## config.mk

```make
export PLATFORM = sky130hd
export DESIGN_NAME = line_output_scheduler_flat
export DESIGN_NICKNAME = d
export VERILOG_FILES = /design/src/rtl/line_output_pkg.sv /design/src/rtl/line_output_scheduler_if.sv /design/src/rtl/line_width_classifier.sv /design/src/rtl/line_output_scheduler.sv /design/src/flat_wrapper.sv
export SDC_FILE = /design/constraint.sdc
export NUM_CORES = 1
export LEC_CHECK = 0
export ABC_CLOCK_PERIOD_IN_PS = 9930
export CAP_MARGIN = 15
export CORE_MARGIN = 3
export CORE_UTILIZATION = 30
export DETAILED_ROUTE_END_ITERATION = 7
export GPL_ROUTABILITY_DRIVEN = 0
export HOLD_SLACK_MARGIN = 0.05
export SETUP_SLACK_MARGIN = 0.2
export SYNTH_ARGS = -nofsm -noshare
export SYNTH_HDL_FRONTEND = slang
export SYNTH_SLANG_ARGS = --single-unit
```

## constraint.sdc

```tcl
create_clock -name clk_vid -period 9.93 [get_ports clk_vid]
set_clock_uncertainty 0.05 [all_clocks]
set_input_delay 1.986 -clock clk_vid [delete_from_list [all_inputs] [get_ports clk_vid]]
set_output_delay 1.986 -clock clk_vid [all_outputs]
set_load 0.01 [all_outputs]
```

## src/rtl/line_output_pkg.sv

```systemverilog
// Shared types and constants for the line output scheduler: FSM states,
// width modes, expected widths and slot codes.
package line_output_pkg;

  typedef enum logic [2:0] {
    IDLE    = 3'd0,
    HS_WAIT = 3'd1,
    PRE     = 3'd2,
    ACTIVE  = 3'd3,
    POST    = 3'd4,
    MARK    = 3'd5
  } line_state_e;

  typedef enum logic [1:0] {
    MODE_256 = 2'd0,
    MODE_360 = 2'd1,
    MODE_512 = 2'd2
  } line_mode_e;

  localparam logic [9:0] EXP_W_256 = 10'd256;
  localparam logic [9:0] EXP_W_360 = 10'd360;
  localparam logic [9:0] EXP_W_512 = 10'd512;

  localparam logic [3:0] SLOT_256 = 4'd0;
  localparam logic [3:0] SLOT_360 = 4'd2;
  localparam logic [3:0] SLOT_512 = 4'd4;

  function automatic logic [9:0] mode_exp_width(line_mode_e m);
    case (m)
      MODE_256: return EXP_W_256;
      MODE_360: return EXP_W_360;
      default:  return EXP_W_512;
    endcase
  endfunction

  function automatic logic [3:0] mode_slot(line_mode_e m);
    case (m)
      MODE_256: return SLOT_256;
      MODE_360: return SLOT_360;
      default:  return SLOT_512;
    endcase
  endfunction

endpackage

```

## src/rtl/line_output_scheduler_if.sv

```systemverilog
// Bus between the line output scheduler (master) and the FIFO banks / RGB mux (slave).
// read_ack pops the show-ahead read bank in the same cycle it is high; it is only
// ever high while read_empty is low, so every read_ack cycle consumes exactly one word.
interface line_output_scheduler_if;
  import line_output_pkg::*;

  logic        hsync_in;
  logic        vsync_in;
  logic [9:0]  write_used;
  logic        read_empty;
  logic        bank_select;
  logic        read_ack;
  logic        de;
  logic        blank;
  logic        slot_valid;
  logic [3:0]  slot;
  logic        hsync_out;
  logic        vsync_out;
  line_state_e dbg_state;

  modport master (
    input  hsync_in, vsync_in, write_used, read_empty,
    output bank_select, read_ack, de, blank, slot_valid, slot,
    output hsync_out, vsync_out, dbg_state
  );

  modport slave (
    output hsync_in, vsync_in, write_used, read_empty,
    input  bank_select, read_ack, de, blank, slot_valid, slot,
    input  hsync_out, vsync_out, dbg_state
  );

endinterface

```

## src/rtl/line_width_classifier.sv

```systemverilog
// Maps a latched line width to a width mode and left/right border lengths.
// LINE_MODE_HYST_EN adds a two-line hysteresis before the mode may change.
module line_width_classifier
  import line_output_pkg::*;
#(
  parameter int SLOT0_MAX = 280,
  parameter int SLOT1_MAX = 380
) (
  input  logic       clk_vid,
  input  logic       reset_n,
  input  logic [9:0] line_width,
  input  logic       commit,
  output line_mode_e mode,
  output logic [9:0] pre,
  output logic [9:0] post
);

  line_mode_e mode_raw;
  line_mode_e mode_sel;
  logic [9:0] exp_w;
  logic [9:0] diff;

  always_comb begin
    if (line_width < 10'(SLOT0_MAX))      mode_raw = MODE_256;
    else if (line_width < 10'(SLOT1_MAX)) mode_raw = MODE_360;
    else                                  mode_raw = MODE_512;
  end

`ifdef LINE_MODE_HYST_EN
  line_mode_e cur_q;
  line_mode_e dev_mode_q;
  logic       dev_q;

  // Switch only when the previous line already deviated towards the same mode.
  always_comb begin
    if (mode_raw != cur_q && dev_q && dev_mode_q == mode_raw) mode_sel = mode_raw;
    else                                                      mode_sel = cur_q;
  end

  always_ff @(posedge clk_vid or negedge reset_n) begin
    if (!reset_n) begin
      cur_q      <= MODE_256;
      dev_mode_q <= MODE_256;
      dev_q      <= 1'b0;
    end else if (commit) begin
      cur_q      <= mode_sel;
      dev_q      <= (mode_raw != mode_sel);
      dev_mode_q <= mode_raw;
    end
  end
`else
  always_comb mode_sel = mode_raw;
`endif

  always_comb begin
    exp_w = mode_exp_width(mode_sel);
    diff  = (exp_w > line_width) ? exp_w - line_width : 10'd0;
  end

  // Held for the whole line so a mid-line hysteresis update cannot move the borders.
  always_ff @(posedge clk_vid or negedge reset_n) begin
    if (!reset_n) begin
      mode <= MODE_256;
      pre  <= 10'd0;
      post <= 10'd0;
    end else if (commit) begin
      mode <= mode_sel;
      pre  <= (diff + 10'd1) >> 1;
      post <= diff >> 1;
    end
  end

endmodule

```

## src/rtl/line_output_scheduler.sv

```systemverilog
// Output-side line sequencer for the ping-pong line buffer: bank swap on hsync,
// then hsync delay, left border, FIFO read-out, right border and mode marker.
module line_output_scheduler
  import line_output_pkg::*;
#(
  parameter int HS_DELAY   = 15,
  parameter int HS_OUT_TAP = 6,
  parameter int SLOT0_MAX  = 280,
  parameter int SLOT1_MAX  = 380
) (
  input  logic                      clk_vid,
  input  logic                      reset_n,
  line_output_scheduler_if.master   bus
);

  localparam logic [7:0] HS_LOAD = 8'(HS_DELAY);
  localparam logic [7:0] HS_TAP  = 8'(HS_DELAY - HS_OUT_TAP);

  line_state_e state;
  logic        hs_q, hs_p, vs_q, vs_p;
  logic        hs_rise, vs_rise;
  logic [7:0]  hs_cnt;
  logic [9:0]  line_width;
  logic [9:0]  pix_cnt;
  logic [9:0]  bord_cnt;
  logic        de_r, blank_r, ack_r;
  logic        commit;
  line_mode_e  mode;
  logic [9:0]  pre, post;

  assign hs_rise = hs_q & ~hs_p;
  assign vs_rise = vs_q & ~vs_p;
  assign commit  = (state == HS_WAIT) && (hs_cnt == HS_LOAD);

  line_width_classifier #(
    .SLOT0_MAX (SLOT0_MAX),
    .SLOT1_MAX (SLOT1_MAX)
  ) u_classifier (
    .clk_vid    (clk_vid),
    .reset_n    (reset_n),
    .line_width (line_width),
    .commit     (commit),
    .mode       (mode),
    .pre        (pre),
    .post       (post)
  );

  // The registered pop is masked by the live empty flag: a bank that ran dry on the
  // previous pop must not be popped again, and that cycle carries no pixel.
  assign bus.read_ack  = ack_r & ~bus.read_empty;
  assign bus.de        = de_r & ~(ack_r & bus.read_empty);
  assign bus.blank     = blank_r;
  assign bus.dbg_state = state;

  always_ff @(posedge clk_vid or negedge reset_n) begin
    if (!reset_n) begin
      state           <= IDLE;
      hs_q            <= 1'b0;
      hs_p            <= 1'b0;
      vs_q            <= 1'b0;
      vs_p            <= 1'b0;
      hs_cnt          <= 8'd0;
      line_width      <= 10'd0;
      pix_cnt         <= 10'd0;
      bord_cnt        <= 10'd0;
      de_r            <= 1'b0;
      blank_r         <= 1'b0;
      ack_r           <= 1'b0;
      bus.bank_select <= 1'b0;
      bus.slot_valid  <= 1'b0;
      bus.slot        <= 4'd0;
      bus.hsync_out   <= 1'b0;
      bus.vsync_out   <= 1'b0;
    end else begin
      hs_q           <= bus.hsync_in;
      hs_p           <= hs_q;
      vs_q           <= bus.vsync_in;
      vs_p           <= vs_q;
      bus.vsync_out  <= vs_rise;
      bus.hsync_out  <= 1'b0;
      bus.slot_valid <= 1'b0;
      de_r           <= 1'b0;
      blank_r        <= 1'b0;
      ack_r          <= 1'b0;

      if (hs_rise) begin
        bus.bank_select <= ~bus.bank_select;
        line_width      <= bus.write_used;
        hs_cnt          <= HS_LOAD;
        state           <= HS_WAIT;
        bus.hsync_out   <= (HS_LOAD == HS_TAP);
      end else begin
        case (state)
          HS_WAIT: begin
            hs_cnt        <= hs_cnt - 8'd1;
            bus.hsync_out <= ((hs_cnt - 8'd1) == HS_TAP);
            if (hs_cnt == 8'd1) begin
              if (line_width == 10'd0) begin
                state <= IDLE;
              end else if (pre != 10'd0) begin
                state    <= PRE;
                bord_cnt <= pre;
                de_r     <= 1'b1;
                blank_r  <= 1'b1;
              end else begin
                state   <= ACTIVE;
                pix_cnt <= 10'd0;
                de_r    <= 1'b1;
                ack_r   <= 1'b1;
              end
            end
          end
          PRE: begin
            if (bord_cnt == 10'd1) begin
              state   <= ACTIVE;
              pix_cnt <= 10'd0;
              de_r    <= 1'b1;
              ack_r   <= 1'b1;
            end else begin
              bord_cnt <= bord_cnt - 10'd1;
              de_r     <= 1'b1;
              blank_r  <= 1'b1;
            end
          end
          ACTIVE: begin
            if (!bus.read_empty && (pix_cnt + 10'd1 != line_width)) begin
              pix_cnt <= pix_cnt + 10'd1;
              de_r    <= 1'b1;
              ack_r   <= 1'b1;
            end else if (post != 10'd0) begin
              state    <= POST;
              bord_cnt <= post;
              de_r     <= 1'b1;
              blank_r  <= 1'b1;
            end else begin
              state          <= MARK;
              bus.slot       <= mode_slot(mode);
              bus.slot_valid <= 1'b1;
            end
          end
          POST: begin
            if (bord_cnt == 10'd1) begin
              state          <= MARK;
              bus.slot       <= mode_slot(mode);
              bus.slot_valid <= 1'b1;
            end else begin
              bord_cnt <= bord_cnt - 10'd1;
              de_r     <= 1'b1;
              blank_r  <= 1'b1;
            end
          end
          MARK:    state <= IDLE;
          default: state <= IDLE;
        endcase
      end
    end
  end

endmodule

```

## src/flat_wrapper.sv

```systemverilog
// flat-port wrapper written by rule: the top's interface ports become plain ports
module line_output_scheduler_flat import line_output_pkg::*;
#(
  parameter int HS_DELAY   = 15,
  parameter int HS_OUT_TAP = 6,
  parameter int SLOT0_MAX  = 280,
  parameter int SLOT1_MAX  = 380
)
  (clk_vid, reset_n, bus_hsync_in, bus_vsync_in, bus_write_used, bus_read_empty, bus_bank_select, bus_read_ack, bus_de, bus_blank, bus_slot_valid, bus_slot, bus_hsync_out, bus_vsync_out, bus_dbg_state);
  line_output_scheduler_if bus_i ();
  input  logic clk_vid;
  input  logic reset_n;
  input wire logic [$bits(bus_i.hsync_in)-1:0] bus_hsync_in;
  input wire logic [$bits(bus_i.vsync_in)-1:0] bus_vsync_in;
  input wire logic [$bits(bus_i.write_used)-1:0] bus_write_used;
  input wire logic [$bits(bus_i.read_empty)-1:0] bus_read_empty;
  output wire logic [$bits(bus_i.bank_select)-1:0] bus_bank_select;
  output wire logic [$bits(bus_i.read_ack)-1:0] bus_read_ack;
  output wire logic [$bits(bus_i.de)-1:0] bus_de;
  output wire logic [$bits(bus_i.blank)-1:0] bus_blank;
  output wire logic [$bits(bus_i.slot_valid)-1:0] bus_slot_valid;
  output wire logic [$bits(bus_i.slot)-1:0] bus_slot;
  output wire logic [$bits(bus_i.hsync_out)-1:0] bus_hsync_out;
  output wire logic [$bits(bus_i.vsync_out)-1:0] bus_vsync_out;
  output wire logic [$bits(bus_i.dbg_state)-1:0] bus_dbg_state;
  assign bus_i.hsync_in = bus_hsync_in;
  assign bus_i.vsync_in = bus_vsync_in;
  assign bus_i.write_used = bus_write_used;
  assign bus_i.read_empty = bus_read_empty;
  assign bus_bank_select = bus_i.bank_select;
  assign bus_read_ack = bus_i.read_ack;
  assign bus_de = bus_i.de;
  assign bus_blank = bus_i.blank;
  assign bus_slot_valid = bus_i.slot_valid;
  assign bus_slot = bus_i.slot;
  assign bus_hsync_out = bus_i.hsync_out;
  assign bus_vsync_out = bus_i.vsync_out;
  assign bus_dbg_state = bus_i.dbg_state;
  line_output_scheduler #(.HS_DELAY(HS_DELAY), .HS_OUT_TAP(HS_OUT_TAP), .SLOT0_MAX(SLOT0_MAX), .SLOT1_MAX(SLOT1_MAX)) u_core (.clk_vid(clk_vid), .reset_n(reset_n), .bus(bus_i));
endmodule
```

# After elaboration in Yosys (flattened, before gate mapping)
# Cells that the tools add are included.
dict set report word_totals {
  register_bits 76
  in_bits 15
}
dict set report classes {
  addsub 5
  magnitude_cmp 3
  n_eq_ne 26
  muxes 59
  bitwise 11
  reduce_logical 17
}
# operator count
set ops {}
lappend ops {{two-way mux 10 bit} 12}
lappend ops {{case mux 10 bit (3 select lines)} 2}
lappend ops {{two-way mux 1 bit} 24}
lappend ops {{adder 10 x 1 -> 10 bit, second input constant} 2}
lappend ops {{< comparator 10 x 9 -> 1 bit, second input constant} 2}
lappend ops {{case mux 10 bit (2 select lines)} 1}
lappend ops {{nonzero test 10 bit} 2}
lappend ops {{two-way mux 3 bit} 6}
lappend ops {{== test 8 x 4 -> 1 bit, second input constant} 2}
lappend ops {{two-way mux 8 bit} 2}
lappend ops {{!= test 2 bit, second input constant} 7}
lappend ops {{two-way mux 4 bit} 3}
lappend ops {{case mux 3 bit (4 select lines)} 1}
lappend ops {{== test 10 x 1 -> 1 bit, second input constant} 1}
lappend ops {{> comparator 10 bit} 1}
lappend ops {{logical NOT 10 bit} 1}
lappend ops {{!= test 10 bit} 1}
lappend ops {{subtractor 10 x 1 -> 10 bit, second input constant} 1}
lappend ops {{subtractor 10 bit} 1}
lappend ops {{== test 8 x 1 -> 1 bit, second input constant} 1}
lappend ops {{!= test 2 x 1 -> 1 bit, second input constant} 4}
lappend ops {{case mux 4 bit (2 select lines)} 1}
lappend ops {{AND reduction 8 bit} 1}
lappend ops {{subtractor 8 x 1 -> 8 bit, second input constant} 1}
lappend ops {{22 further kinds} 41}

# Depth between registers and ports, before layout
dict set report logic_depth {
  depth_word 8
  ltp_mapped 13
}

# Hierarchy
# From an unflattened synthesis, not the netlist that was laid out.
dict set report unflattened {
  cells_unflattened 549
  area_unflattened_um2 4912.2
}
# mod n_inst cells_per_inst area_each_um2
set by_module_without_submodules {}
lappend by_module_without_submodules {line_output_scheduler 1 377 3363.2}
lappend by_module_without_submodules {line_width_classifier 1 172 1549.0}

# Worst setup path after synthesis
# Ideal clock, no wire load.
dict set report synth_path {
  kind {input to output}
  startpoint {input bus_read_empty}
  endpoint {output bus_de}
  t_arrival_ps 2464
  required_ps 7894
  slack_ps 5430
  path_stages 2
  path_buffers 1
  path_cell_list {clkbuf_1 -> a21boi_0}
}
dict set report synth_between {
  elab_chain_cells 3
}
# item line_no
set synth_lines {}
lappend synth_lines {{start: declaration} flat_wrapper.sv:16} ;# input wire logic [$bits(bus_i.read_empty)-1:0] bus_read_empty;
lappend synth_lines {{AND 1 bit} line_output_scheduler.sv:51} ;# assign bus.de = de_r & ~(ack_r & bus.read_empty);
lappend synth_lines {{NOT 1 bit} line_output_scheduler.sv:51}
lappend synth_lines {{AND 1 bit} line_output_scheduler.sv:51}
lappend synth_lines {{end: declaration} flat_wrapper.sv:19} ;# output wire logic [$bits(bus_i.de)-1:0] bus_de;
# No other way between the ends.

# Worst setup path in the final report
# Same ends and word-level chain as after synthesis.

==> impl_metrics.py <==
metrics = {
    "placement": {
        "dpl.cell_count": 699,
        "pre_cts_slack_ns": 4.48,
        "hpwlAfterDp_mm": 8.07,
        "io_buffer_count": 26,
        "place_area_um2": 4910,
    },
    "layout": {
        "area_delta_synth_final_pct": 16.1,
        "design_area_um2": 5270,
        "n_antenna_cell": 0,
        "nets": 555,
        "fin_cells": 716,
        "multi_input_area_um2": 2470,
        "seq_area_um2": 1850,
        "fillers": 1489,
        "drive_gt1_share_pct": 7.52,
    },
    "timing": {
        "setup_ws_ns": 4.48,
        "tns_ns": 0,
        "hold_violations": 0,
        "finalCritPeriodShare_pct": 54.8,
        "min_period_ns": 5.45,
        "max_freq_mhz": 184,
        "setup_viol": 0,
        "holdWs_ns": 0.321,
        "rsz0062_at_grt": "false",
        "tightest_slew_ns": 0.932,
        "relSlewSlack_pct": 37.9,
        "drv_slew": 0,
    },
    "clock_tree": {
        "cts_hold_buf": 0,
        "cts_tree": "done",
        "clk_pin_slew_worst_paths_ns": 0.06,
        "clockBufferDepth": 2,
        "numCtsBuffers": 9,
        "clock-sinks": 74,
        "ctsHtreeMaxLevel": 3,
        "clk-insertion-delay-late_ns": 0.33,
        "ctsResizeCount": 0,
        "root_buffer": "clkbuf_16",
        "post-cts-setup-buffers": 0,
    },
    "worst_setup_path": {
        "cp_max_fo": 11,
        "rrSetupSlack_ns": 6.22,
        "start_kind": "input pin",
        "critPathRequiredTime_ns": 7.89,
        "worstSetupEndpointType": "primary output",
        "path_class": "input pin to primary output",
        "cp.arrival_ns": 3.41,
    },
    "logic_synthesis": {
        "synth_edf_count": 0,
        "avgSynthCellArea_um2": 8.79,
        "synth_cells": 516,
        "ys_warn_count": 0,
        "synth_area_um2": 4530,
        "ys.flop_type": "dfrtp_1",
        "synth_seq_cells": 74,
        "synth_cell_types": 64,
        "synth-async-reset-ratio_pct": 100,
        "synth-seq-area-share_pct": 40.9,
    },
    "global_route": {
        "grt_busiest_layer": "met2",
        "grt_max_degree": 75,
        "grtUsageTotal_pct": 14.2,
        "grtUsageMet1_pct": 19.7,
        "grt_overflow": 0,
        "antenna_found_initial": 0,
        "gr-usage-met2_pct": 22.0,
        "grt_use_met3_pct": 2.91,
        "grt_first_pass_wirelength_mm": 19.1,
        "first_global_vias": 3803,
    },
    "floorplan": {
        "die_w_um": 129,
        "core_um2": 14600,
        "floorplan.rows": 44,
        "start_util_pct": 31.0,
        "die_area_um2": 16600,
        "ioPinCount": 29,
        "die_h_um": 129,
    },
    "route": {
        "dr.pass1.iters": 5,
        "wl_mm": 11.1,
        "ant_nets": 0,
        "drtIter0Drc": 203,
        "post-route-drc-count": 0,
        "vias": 3892,
        "vias_per_cell": 5.44,
        "routedWlPerCell_um": 15.4,
    },
    "power": {
        "power_density_nw_per_um2": 270,
        "max-vdd-ir-drop_v": 0.0000960,
        "power.static_leakage_uw": 0.00216,
    },
    "hold_path": {
        "min_path_type": "flip-flop to flip-flop",
    },
    "run": {
        "cap_violations": 0,
    },
    "status": {
        "outcome": "complete, no violations",
    },
}
final cells by class:
type                            count  area share, %
Timing Repair Buffer               29           5.39
Clock buffer                        9           4.28
Clock inverter                      7           2.23
Sequential cell                    74           35.2
Tap cell                          184           4.37
Inverter                           23           1.64
Multi-Input combinational cell    390           46.9
final timing paths:
path / cells after the start / from / endpoint
worst max-delay path: 3 / bus_read_empty / bus_de
worst min-delay path: 0 / u_core.vs_q$_DFF_PN0_ / u_core.vs_p$_DFF_PN0_
worst max register to register: 11 / u_core.line_width[2]$_DFFE_PN0P_ / u_core.u_classifier.pre[8]$_DFFE_PN0P_
worst min register to register: 0 / u_core.vs_q$_DFF_PN0_ / u_core.vs_p$_DFF_PN0_
max in group asynchronous: 1 / reset_n / u_core.u_classifier.post[4]$_DFFE_PN0P_
min in group asynchronous: 1 / reset_n / u_core.bus.vsync_out$_DFF_PN0_
layer usage:
layer | vias up | part of all wire, %
met3 | 8 | 4.9
met5 | - | 0
met4 | 0 | 0.89
met2 | 113 | 46
met1 | 1906 | 48
li1 | 1865 | -
cell usage in the layout, fill, tap and decap left out, types with 6 or more instances in the layout:
master,n
xor2_1,12
nor3_1,15
inv_1,22
xnor2_1,28
a31oi_1,15
mux2_2,6
nand4_1,8
clkbuf_16,9
a211oi_1,7
nor4_1,7
clkdlybuf4s50_1,25
nand3_1,17
a21oi_1,18
nor2b_1,7
and3_1,6
nor2_1,35
nand2_1,67
nand2b_1,6
o21ai_0,41
o31ai_1,9
dfrtp_1,74
ha_1,13
where the power goes:
group,internal [uW],switching [uW]
Sequential,389,118
Clock,245,130
Combinational,239,302
Total,873,549
metrics by stage:
step	power, uW	utilization (%)
final	1420	36.0
after global routing	1530	36.0
after CTS	1430	35.9
after detailed placement	1050	33.5
after global placement	1030	33.5
after floorplan	897	-
cells in the mapped netlist (3+ instances only):
library cell | number | area share [%]
nor2_1 | 35 | 2.9
a22oi_1 | 3 | 0.50
or2_2 | 3 | 0.41
xor2_1 | 12 | 2.3
buf_4 | 3 | 0.50
a31oi_1 | 15 | 2.1
o31ai_1 | 9 | 1.5
nand2b_1 | 6 | 0.83
nor4_1 | 7 | 0.97
dfrtp_1 | 74 | 41
nor3_1 | 15 | 1.7
xnor2_1 | 28 | 5.4
nor3b_1 | 5 | 0.83
clkbuf_1 | 21 | 1.7
buf_2 | 6 | 0.66
o211ai_1 | 3 | 0.50
a211oi_1 | 7 | 1.2
a221oi_1 | 4 | 0.77
or3_1 | 5 | 0.69
o21ai_0 | 41 | 4.5
mux2_2 | 6 | 1.5
o221ai_1 | 3 | 0.58
nand4b_1 | 3 | 0.58
nand4_1 | 8 | 1.1
nand2_1 | 67 | 5.5
inv_1 | 22 | 1.8
nor2b_1 | 8 | 1.1
nand3_1 | 17 | 1.9
and3b_1 | 4 | 0.77
and3_1 | 6 | 0.83
ha_1 | 13 | 3.6
a21oi_1 | 18 | 2.0
flip-flops by register name (all words and copies together) (netlist names):
| register | count |
|---|---|
| u_core.bus.blank | 1 |
| u_core.vs_q | 1 |
| u_core.vs_p | 1 |
| u_core.u_classifier.mode | 2 |
| u_core.u_classifier.pre | 9 |
| u_core.ack_r | 1 |
| u_core.bus.dbg_state | 3 |
| u_core.line_width | 10 |
| u_core.pix_cnt | 10 |
| u_core.bus.vsync_out | 1 |
| u_core.bord_cnt | 10 |
| u_core.bus.slot_valid | 1 |
| u_core.bus.slot | 2 |
| u_core.hs_p | 1 |
| u_core.u_classifier.post | 9 |
| u_core.de_r | 1 |
| u_core.hs_q | 1 |
| u_core.hs_cnt | 8 |
| u_core.bus.hsync_out | 1 |
| u_core.bus.bank_select | 1 |
cell families after synthesis:
family                     Yosys count  synth area share (%)
xor gates and xnor gates            40                  7.73
adders and majority gates           13                  3.59
AOI/OAI and AO/OA                  121                  17.0
muxes                                8                  1.93
and+or+nand+nor                    206                  24.0
other                                1                0.0827
DFF                                 74                  40.9
buffers and inverters               53                  4.80
critical path, cell delays in order:
cell             delay [ns]
clkdlybuf4s50_1        0.62
a21boi_0               0.24
clkdlybuf4s50_1        0.56
Note: power is estimated with default switching activity, not from simulation.
